<file path="config.mk">
export PLATFORM = sky130hd
export DESIGN_NAME = tcam_entry_loader
export DESIGN_NICKNAME = d
export VERILOG_FILES = /design/src/rtl/tcam_entry_loader.sv
export SDC_FILE = /design/constraint.sdc
export NUM_CORES = 1
export LEC_CHECK = 0
export BUFFER_PORTS_ARGS = -buffer_cell sky130_fd_sc_hd__buf_2
export CORE_ASPECT_RATIO = 0.6
export CORE_MARGIN = 4
export CORE_UTILIZATION = 42
export DETAILED_ROUTE_END_ITERATION = 10
export PLACE_DENSITY = 0.7
export SLEW_MARGIN = 30
export SYNTH_ARGS = -nofsm -noshare
export SYNTH_HDL_FRONTEND = slang
export SYNTH_SLANG_ARGS = --single-unit
</file>
<file path="constraint.sdc">
create_clock -name clk -period 2.5 [get_ports clk]
set_input_delay 0 -clock clk [delete_from_list [all_inputs] [get_ports clk]]
set_output_delay 0 -clock clk [all_outputs]
set_load 0.005 [all_outputs]
</file>
<file path="src/rtl/tcam_entry_loader.sv">
// tcam_entry_loader
//   Reprograms a CAM table from a valid/ready entry stream. A start request
//   flushes the CAM. The block then takes one entry per handshake and writes
//   it to consecutive addresses from 0. It stops on ent_last or when the table
//   is full, and it reports how many entries it wrote and whether the stream
//   was truncated. Every output comes from a register.
//
//   Ports
//     clk, rst            sole clock, synchronous active-high reset
//     start               request a full table reprogram (honoured in IDLE only)
//     ent_valid/ready     entry stream handshake
//     ent_data/mask/last  entry payload and end-of-table marker
//     CS, FLUSH, WR       CAM chip select, flush, write strobe
//     VBE, VBI, DCS       CAM valid-bit enable/input, data chip select
//     Data_Out, Mask_Out  CAM write data/mask (held between writes)
//     Addr_Out            CAM write address (held between writes)
//     busy, done          activity flag, one-cycle completion pulse
//     loaded_count, trunc entries written, table-filled-before-last flag
//
//   state | meaning
//   ------+-----------------------------------------------------------
//   IDLE  | waiting for start; results of the last load stay visible
//   FLUSH | CS+FLUSH asserted for FlushCycles cycles
//   LOAD  | ent_ready high, waiting for the next entry
//   WRITE | one-cycle CAM write of the captured entry
//   DONE  | one-cycle done pulse, then back to IDLE

module tcam_entry_loader #(
    parameter int ID_Width    = 4,
    parameter int AddressSize = 4,
    parameter int Bits        = 8,
    parameter int Words       = 16,
    parameter int FlushCycles = 2
) (
    input  logic                   clk,
    input  logic                   rst,
    input  logic                   start,
    input  logic                   ent_valid,
    output logic                   ent_ready,
    input  logic [Bits-1:0]        ent_data,
    input  logic [Bits-1:0]        ent_mask,
    input  logic                   ent_last,
    output logic                   CS,
    output logic                   FLUSH,
    output logic                   WR,
    output logic                   VBE,
    output logic                   VBI,
    output logic                   DCS,
    output logic [Bits-1:0]        Data_Out,
    output logic [Bits-1:0]        Mask_Out,
    output logic [AddressSize-1:0] Addr_Out,
    output logic                   busy,
    output logic                   done,
    output logic [AddressSize:0]   loaded_count,
    output logic                   trunc
);

    // ID_Width belongs to the packet path this block sits beside. No ID logic
    // lives here, so the parameter only takes part in the elaboration sanity
    // check below.
    if (ID_Width < 1 || FlushCycles < 1 || Words < 1 || Words > (1 << AddressSize)) begin : g_param_check
        $error("tcam_entry_loader: illegal parameter combination");
    end

    typedef enum logic [2:0] {
        S_IDLE  = 3'd0,
        S_FLUSH = 3'd1,
        S_LOAD  = 3'd2,
        S_WRITE = 3'd3,
        S_DONE  = 3'd4
    } state_t;

    localparam int FCW = (FlushCycles > 1) ? $clog2(FlushCycles) : 1;
    localparam logic [FCW-1:0]       FLUSH_LOAD = FCW'(FlushCycles - 1);
    localparam logic [AddressSize:0] WORDS_CNT  = (AddressSize + 1)'(Words);

    state_t                 state_q, state_d;
    logic [FCW-1:0]         flush_cnt_q;
    logic                   last_q;
    logic                   accept;
    logic [AddressSize:0]   count_inc;

    logic                   ent_ready_d, cs_d, flush_d, wr_d, vbe_d, vbi_d, dcs_d;
    logic [Bits-1:0]        data_d, mask_d;
    logic [AddressSize-1:0] addr_d;
    logic                   busy_d, done_d, trunc_d;
    logic [AddressSize:0]   count_d;

    // ent_ready is registered and is high exactly while in LOAD.
    assign accept    = ent_valid && ent_ready;
    assign count_inc = loaded_count + 1'b1;

    // State register
    always_ff @(posedge clk) begin
        if (rst) begin
            state_q <= S_IDLE;
        end else begin
            state_q <= state_d;
        end
    end

    // Next-state logic
    always_comb begin
        state_d = state_q;
        case (state_q)
            S_IDLE:  if (start) state_d = S_FLUSH;
            S_FLUSH: if (flush_cnt_q == '0) state_d = S_LOAD;
            S_LOAD:  if (accept) state_d = S_WRITE;
            S_WRITE: begin
                if (last_q || count_inc == WORDS_CNT) begin
                    state_d = S_DONE;
                end else begin
                    state_d = S_LOAD;
                end
            end
            S_DONE:  state_d = S_IDLE;
            default: state_d = S_IDLE;
        endcase
    end

    // Output logic. It is computed from the next state so that the registered
    // outputs line up with the state they belong to. Write data comes straight
    // from the stream, because WRITE can only be entered on an accepted entry.
    always_comb begin
        ent_ready_d = 1'b0;
        cs_d        = 1'b0;
        flush_d     = 1'b0;
        wr_d        = 1'b0;
        vbe_d       = 1'b0;
        vbi_d       = 1'b0;
        dcs_d       = 1'b0;
        done_d      = 1'b0;
        data_d      = Data_Out;
        mask_d      = Mask_Out;
        addr_d      = Addr_Out;
        busy_d      = (state_d != S_IDLE);
        count_d     = loaded_count;
        trunc_d     = trunc;

        case (state_d)
            S_FLUSH: begin
                cs_d    = 1'b1;
                flush_d = 1'b1;
            end
            S_LOAD: begin
                ent_ready_d = 1'b1;
            end
            S_WRITE: begin
                cs_d   = 1'b1;
                wr_d   = 1'b1;
                vbe_d  = 1'b1;
                vbi_d  = 1'b1;
                dcs_d  = 1'b1;
                data_d = ent_data;
                mask_d = ent_mask;
                addr_d = loaded_count[AddressSize-1:0];
            end
            S_DONE: begin
                done_d = 1'b1;
            end
            default: ;
        endcase

        // Result counters: cleared when a new load is accepted and advanced as
        // each write retires. In every other case they keep the last load's values.
        if (state_q == S_IDLE && start) begin
            count_d = '0;
            trunc_d = 1'b0;
        end else if (state_q == S_WRITE) begin
            count_d = count_inc;
            if (count_inc == WORDS_CNT && !last_q) begin
                trunc_d = 1'b1;
            end
        end
    end

    // Flush length down-counter. It is preloaded whenever the FSM is outside
    // FLUSH, and the FSM leaves FLUSH when the count reaches zero.
    always_ff @(posedge clk) begin
        if (rst) begin
            flush_cnt_q <= FLUSH_LOAD;
        end else if (state_q != S_FLUSH) begin
            flush_cnt_q <= FLUSH_LOAD;
        end else if (flush_cnt_q != '0) begin
            flush_cnt_q <= flush_cnt_q - 1'b1;
        end
    end

    // Captured end-of-table marker of the entry being written.
    always_ff @(posedge clk) begin
        if (rst) begin
            last_q <= 1'b0;
        end else if (accept) begin
            last_q <= ent_last;
        end
    end

    // Output registers
    always_ff @(posedge clk) begin
        if (rst) begin
            ent_ready    <= 1'b0;
            CS           <= 1'b0;
            FLUSH        <= 1'b0;
            WR           <= 1'b0;
            VBE          <= 1'b0;
            VBI          <= 1'b0;
            DCS          <= 1'b0;
            Data_Out     <= '0;
            Mask_Out     <= '0;
            Addr_Out     <= '0;
            busy         <= 1'b0;
            done         <= 1'b0;
            loaded_count <= '0;
            trunc        <= 1'b0;
        end else begin
            ent_ready    <= ent_ready_d;
            CS           <= cs_d;
            FLUSH        <= flush_d;
            WR           <= wr_d;
            VBE          <= vbe_d;
            VBI          <= vbi_d;
            DCS          <= dcs_d;
            Data_Out     <= data_d;
            Mask_Out     <= mask_d;
            Addr_Out     <= addr_d;
            busy         <= busy_d;
            done         <= done_d;
            loaded_count <= count_d;
            trunc        <= trunc_d;
        end
    end

endmodule
</file>
# == Word level (Yosys, flattened, before mapping) ==
# Index checks and enable logic that the tools add are counted.
# classes
n_reduce_logical,11
muxes,11
eq_ne,9
addsub,2
# ops
cell,count
"3-bit by 2-bit equality test with 1-bit output, second input constant",4
3-bit two-way mux,4
3-bit case mux with 4 select lines,1
"3-bit by 1-bit equality test with 1-bit output, second input constant",2
1-bit two-way mux,6
2-bit OR reduction,3
"5-bit by 1-bit adder with 5-bit output, second input constant",1
"5-bit equality test, second input constant",1
"3-bit equality test, second input constant",1
1-bit logical AND,3
3-bit zero test,1
"3-bit by 1-bit inequality test with 1-bit output, second input constant",1
3-bit nonzero test,1
2-bit AND reduction,1
1-bit zero test,1
1-bit logical OR,1
"1-bit subtractor, second input constant",1
# word_totals
output_inout_bits,35
word_cells,47
input_bits,21
reg_bits,37

# == Longest topological paths before layout ==
# depth
ltp_word,8
ltp_mapped,6
depth_no_buf,5

# == Least setup slack after synthesis ==
# No wires, ideal clock.
# synth_timing
kind,reg-to-reg
from,reg loaded_count[0]
to,reg ent_ready
path_buffers,0
required_ns,2.383
period_less_slack_ns,1.382
path_stages_with_launch,6
t_arrival_ns,1.266
setup_time_ns,0.117
slack_ns,1.118
cell_sequence,dfxtp_1 -> ha_1 -> nand2_1 -> a221oi_2 -> a21oi_2 -> and4b_1
# synth_between
elab_chain_len,7
# synth_rtl
element,line,text
start: declaration,54,"output logic [AddressSize:0] loaded_count,"
start signal: assignment,228,loaded_count <= count_d;
5-bit by 1-bit adder with 5-bit output,91,assign count_inc = loaded_count + 1'b1;
5-bit equality test,110,if (last_q || count_inc == WORDS_CNT) begin
1-bit logical OR,110,
3-bit two-way mux,110,
3-bit case mux with 4 select lines,105,case (state_q)
3-bit by 2-bit equality test with 1-bit output,140,case (state_d)
1-bit two-way mux,140,
end signal: assignment,216,ent_ready <= ent_ready_d;
end: declaration,39,"output logic ent_ready,"
# No other way between the ends.
# A chain may end at the register's enable or synchronous reset.

# == Final worst setup path ==
# Same ends and word-level chain as after synthesis.

==> summary.md <==
The tightest min-delay check is of the input port to flop type. In the final layout, flip-flops and latches occupy 741 µm². In this run, post-CTS hold repair placed 18 buffers. In the routed layout, each cell is associated on average with a via count of 4.75.

After routing, the total negative slack on setup checks comes to 0 ns. On the critical path, the stage with the largest delay is an instance of sky130_fd_sc_hd__dfxtp_1. The CTS clock-pin slew for the worst setup and hold paths is 0.07 ns.

The startpoint identified for the worst register-to-register timing path is loaded_count[0]. Synthesis produced a netlist with a net count of 185. The multi-input combinational cells in the finished layout cover a total of 619 µm². The first detailed-routing pass took 4 iterations.

The floorplan has 16 rows. The tools report the number of design-rule violations left by the first detailed-router iteration as 91. The run gives 5.60% as the met3 track demand over resource in global routing.

Yosys instantiated no cell more often than sky130_fd_sc_hd__nand2_1. The tools report the total detailed-routing wirelength as 3.59 mm. Startpoint class of the critical path: a flop. Dividing total power by cell area gives a power density of 551 nW/µm². Data arrives at the worst endpoint at 1.69 ns.

The worst hold path terminates at busy. In the final layout, the share of cells above drive strength 1 is 31.0%. The total number of clock tree sinks is 37. In this run the register-to-register setup slack is 0.98 ns.

In this run the horizontal extent of the chip is 83.7 µm. The number of antenna diodes in the final layout is 0. The number of buffers inserted by port buffering works out to 55. Summing over every cut layer, the via total after detailed routing is 1315. The number of nets in the finished design was 253; the area inside the core boundary was 3280 µm². Yosys attributes the largest share of cell area to sky130_fd_sc_hd__dfxtp_1 (51%), sky130_fd_sc_hd__nand2_1 (12%), sky130_fd_sc_hd__a21oi_1 (8.0%). The clock passes through at most 2 buffers. At the pin with the least slew margin, the transition time is 0.530 ns. The synthesized design contains 0 enable-type register cells. Of all nets on the critical path, the largest fanout is 6.

The utilization after layout was 59.9%. The congestion estimate from routability-driven global placement came to 0.728. The logs give 30 for the largest net degree at the start of global routing and 0.00681 ns for the worst-case clock skew. The sequential area share after synthesis came out at 51.3%.

The die span in y works out to 53.4 µm. Count of buffers added by post-CTS timing repair for setup: 0. Setup repair after global routing left no endpoint under its margin. The worst hold path begins at start. The logs give 2.67 ns for the critical path required time and 16.9% for the total global routing track utilization. Summed over all nets, the half-perimeter wirelength after detailed placement is 2.37 mm. The fraction of post-synthesis cell area in the top cell type by area was 51.3%. The number of clock buffers added by TritonCTS is 5. The Yosys step of the flow raised 0 warnings. The endpoint identified for the worst register-to-register timing path is ent_ready. In this run the tightest slew margin relative to its limit is 64.7%. Counting cells, the worst reg-to-reg path comes to 5. The post-cts repair resize count is 0. Cell depth of the worst hold path: 3. The logs give 0.847 nW for the static leakage and 4470 µm² for the overall die area. The most used flip-flop cell after synthesis is sky130_fd_sc_hd__dfxtp_1.

The tools report the starting density of the core as 43.9%. After filler insertion, the fill cell instance count of the layout stands at 310. TritonCTS built the clock tree. In the routed design, unresolved DRC markers number 0. The run gives 0.28 ns as the source-to-sink clock delay at the later pin of the worst-skew pair. The number of nets with antenna violations after detailed routing is 0.

For the number of global-route vias before repair, the log shows 1242. Across the run, the number of max-cap violations was 0. Final critical-path required period: 1.52 ns.

The signal on the critical path passes through ha_1 > nand2_1 > a221oi_2 > a21oi_2 > and4b_1. Number of antenna violations at the first check in global routing: 0. Ranked by instance count, the synthesized netlist is headed by sky130_fd_sc_hd__nand2_1 (45), sky130_fd_sc_hd__dfxtp_1 (37), sky130_fd_sc_hd__a21oi_1 (23), sky130_fd_sc_hd__nor2_1 (7). Global routing consumed, on the met1 layer, 21.5% of the routing resources. Per-instance average area after synthesis: 8.85 µm². Number of H-tree branching levels: 2.

The run finished with clean final reports. The synthesized netlist contains 38 unique library cells. The synthesized design spends more area on one cell type than any other, namely sky130_fd_sc_hd__dfxtp_1. After synthesis the cells add up to 1440 µm².

Derived from the worst setup path, the maximum achievable clock frequency is 657 MHz. In this run the most used layer during global routing was met2. STA classifies the critical path endpoint as a flop. The cell count after synthesis came out at 163.

The part of the cycle the worst path needs was 60.9%. For the met2 track demand over resource in global routing, the log shows 27.7%. By startpoint and endpoint, the worst setup path is classified as flop to flop. The tools report the final hold violation count as 0. Largest vdd supply drop: 0.000247 V. The tools report the root buffer cell as sky130_fd_sc_hd__clkbuf_8.

From synthesis to final layout, the design area changed by 36.3%. The synthesized design contains 37 register bits. The routed wirelength normalized by instance count was 12.9 µm; the total overflow reported by the global router was 0. The run gives 56 as the count of pins on the block boundary.

In the synthesized netlist the async set-or-reset flop fraction comes to 0%. The run gives 0 as the count of pins over their slew limit. The first global-routing pass estimated 5.82 mm of wire.

Setup violations remaining at the end of the flow were counted as 0. For this run, the slowest stage of the critical path takes 0.43 ns.
[final cells by class]
type	instances	area share [%]
timing repair buffer	74	23.6
sequential	37	37.7
clock buffer	6	3.69
inverter	1	0.191
clock inverter	2	0.509
tap	45	2.86
multi-input combinational	112	31.5
[state kept, by name, indices dropped and copies added (netlist names)]
register,flops
done,1
Data_Out,8
busy,1
CS,1
loaded_count,5
FLUSH,1
DCS,1
last_q,1
flush_cnt_q,1
trunc,1
state_q,3
Addr_Out,4
Mask_Out,8
ent_ready,1
[worst max path at each step]
stage                     slack [ns]       startpoint              end  cells past startpoint
after global routing            0.80  loaded_count[0]        ent_ready                      5
after floorplan                 1.12  loaded_count[0]        ent_ready                      5
after detailed placement         1.0       state_q[0]  loaded_count[1]                      3
after global placement          1.05  loaded_count[1]        ent_ready                      5
after CTS                       0.98  loaded_count[0]        ent_ready                      5
final                           0.98  loaded_count[0]        ent_ready                      5
[through the flow]
stage                     hold slack [ns]  cells  power [W]  area, µm²  worst slack (ns)
after global placement              0.246    251   0.000691       1700              1.05
after floorplan                     0.136    163   0.000663       1440              1.12
after CTS                          0.0528    277    0.00110       1970             0.980
final                              0.0657    277    0.00108       1970             0.978
after detailed placement            0.252    251   0.000691       1700             0.996
after global routing                0.100    277    0.00114       1970             0.801
[report_power, final]
group          leakage [nW]  total (W)  switching [W]  internal, W
clock                0.0450   0.000384       0.000192     0.000193
combinational         0.502  0.0000879      0.0000369    0.0000510
sequential            0.299   0.000611      0.0000106     0.000600
total                 0.847    0.00108       0.000239     0.000844
[cells in the final DEF, fill, tap and decap left out, types with 2 or more instances in the layout]
cell type,count
sky130_fd_sc_hd__buf_2,55
sky130_fd_sc_hd__nand2_1,45
sky130_fd_sc_hd__dfxtp_1,37
sky130_fd_sc_hd__a21oi_1,23
sky130_fd_sc_hd__dlygate4sd3_1,18
sky130_fd_sc_hd__nor2_1,7
sky130_fd_sc_hd__clkbuf_8,5
sky130_fd_sc_hd__xor2_1,3
sky130_fd_sc_hd__and2_1,2
sky130_fd_sc_hd__nand2b_1,2
sky130_fd_sc_hd__nand4_1,2
sky130_fd_sc_hd__nand3_1,2
sky130_fd_sc_hd__nor3_1,2
sky130_fd_sc_hd__nor2b_1,2
sky130_fd_sc_hd__clkinv_2,2
[routing by layer]
layer	vias to the layer above	part of all wire [%]
met5	-	0
met3	4	6.1
met2	38	46
met4	0	0.73
met1	598	48
li1	675	-
[cells by family (layout without fill, tap and decap cells)]
family / after synthesis / in the layout / synth area share, %
AO/OA/AOI/OAI: 30 / 30 / 12.8
buffers and inverters: 14 / 83 / 6.07
flip-flops: 37 / 37 / 51.3
adder cells (fa/ha/maj): 1 / 1 / 0.867
AND/OR/NAND/NOR: 75 / 75 / 25.0
XOR/XNOR: 4 / 4 / 2.43
multiplexers: 2 / 2 / 1.47
[critical path, delay by kind of cell, from the launching register on]
| family | cells | cell delay, ns |
|---|---|---|
| AO/OA/AOI/OAI | 2 | 0.39 |
| adder cells (fa/ha/maj) | 1 | 0.28 |
| flip-flops | 1 | 0.43 |
| AND/OR/NAND/NOR | 2 | 0.31 |
Note: power is estimated with default switching activity, not from simulation.
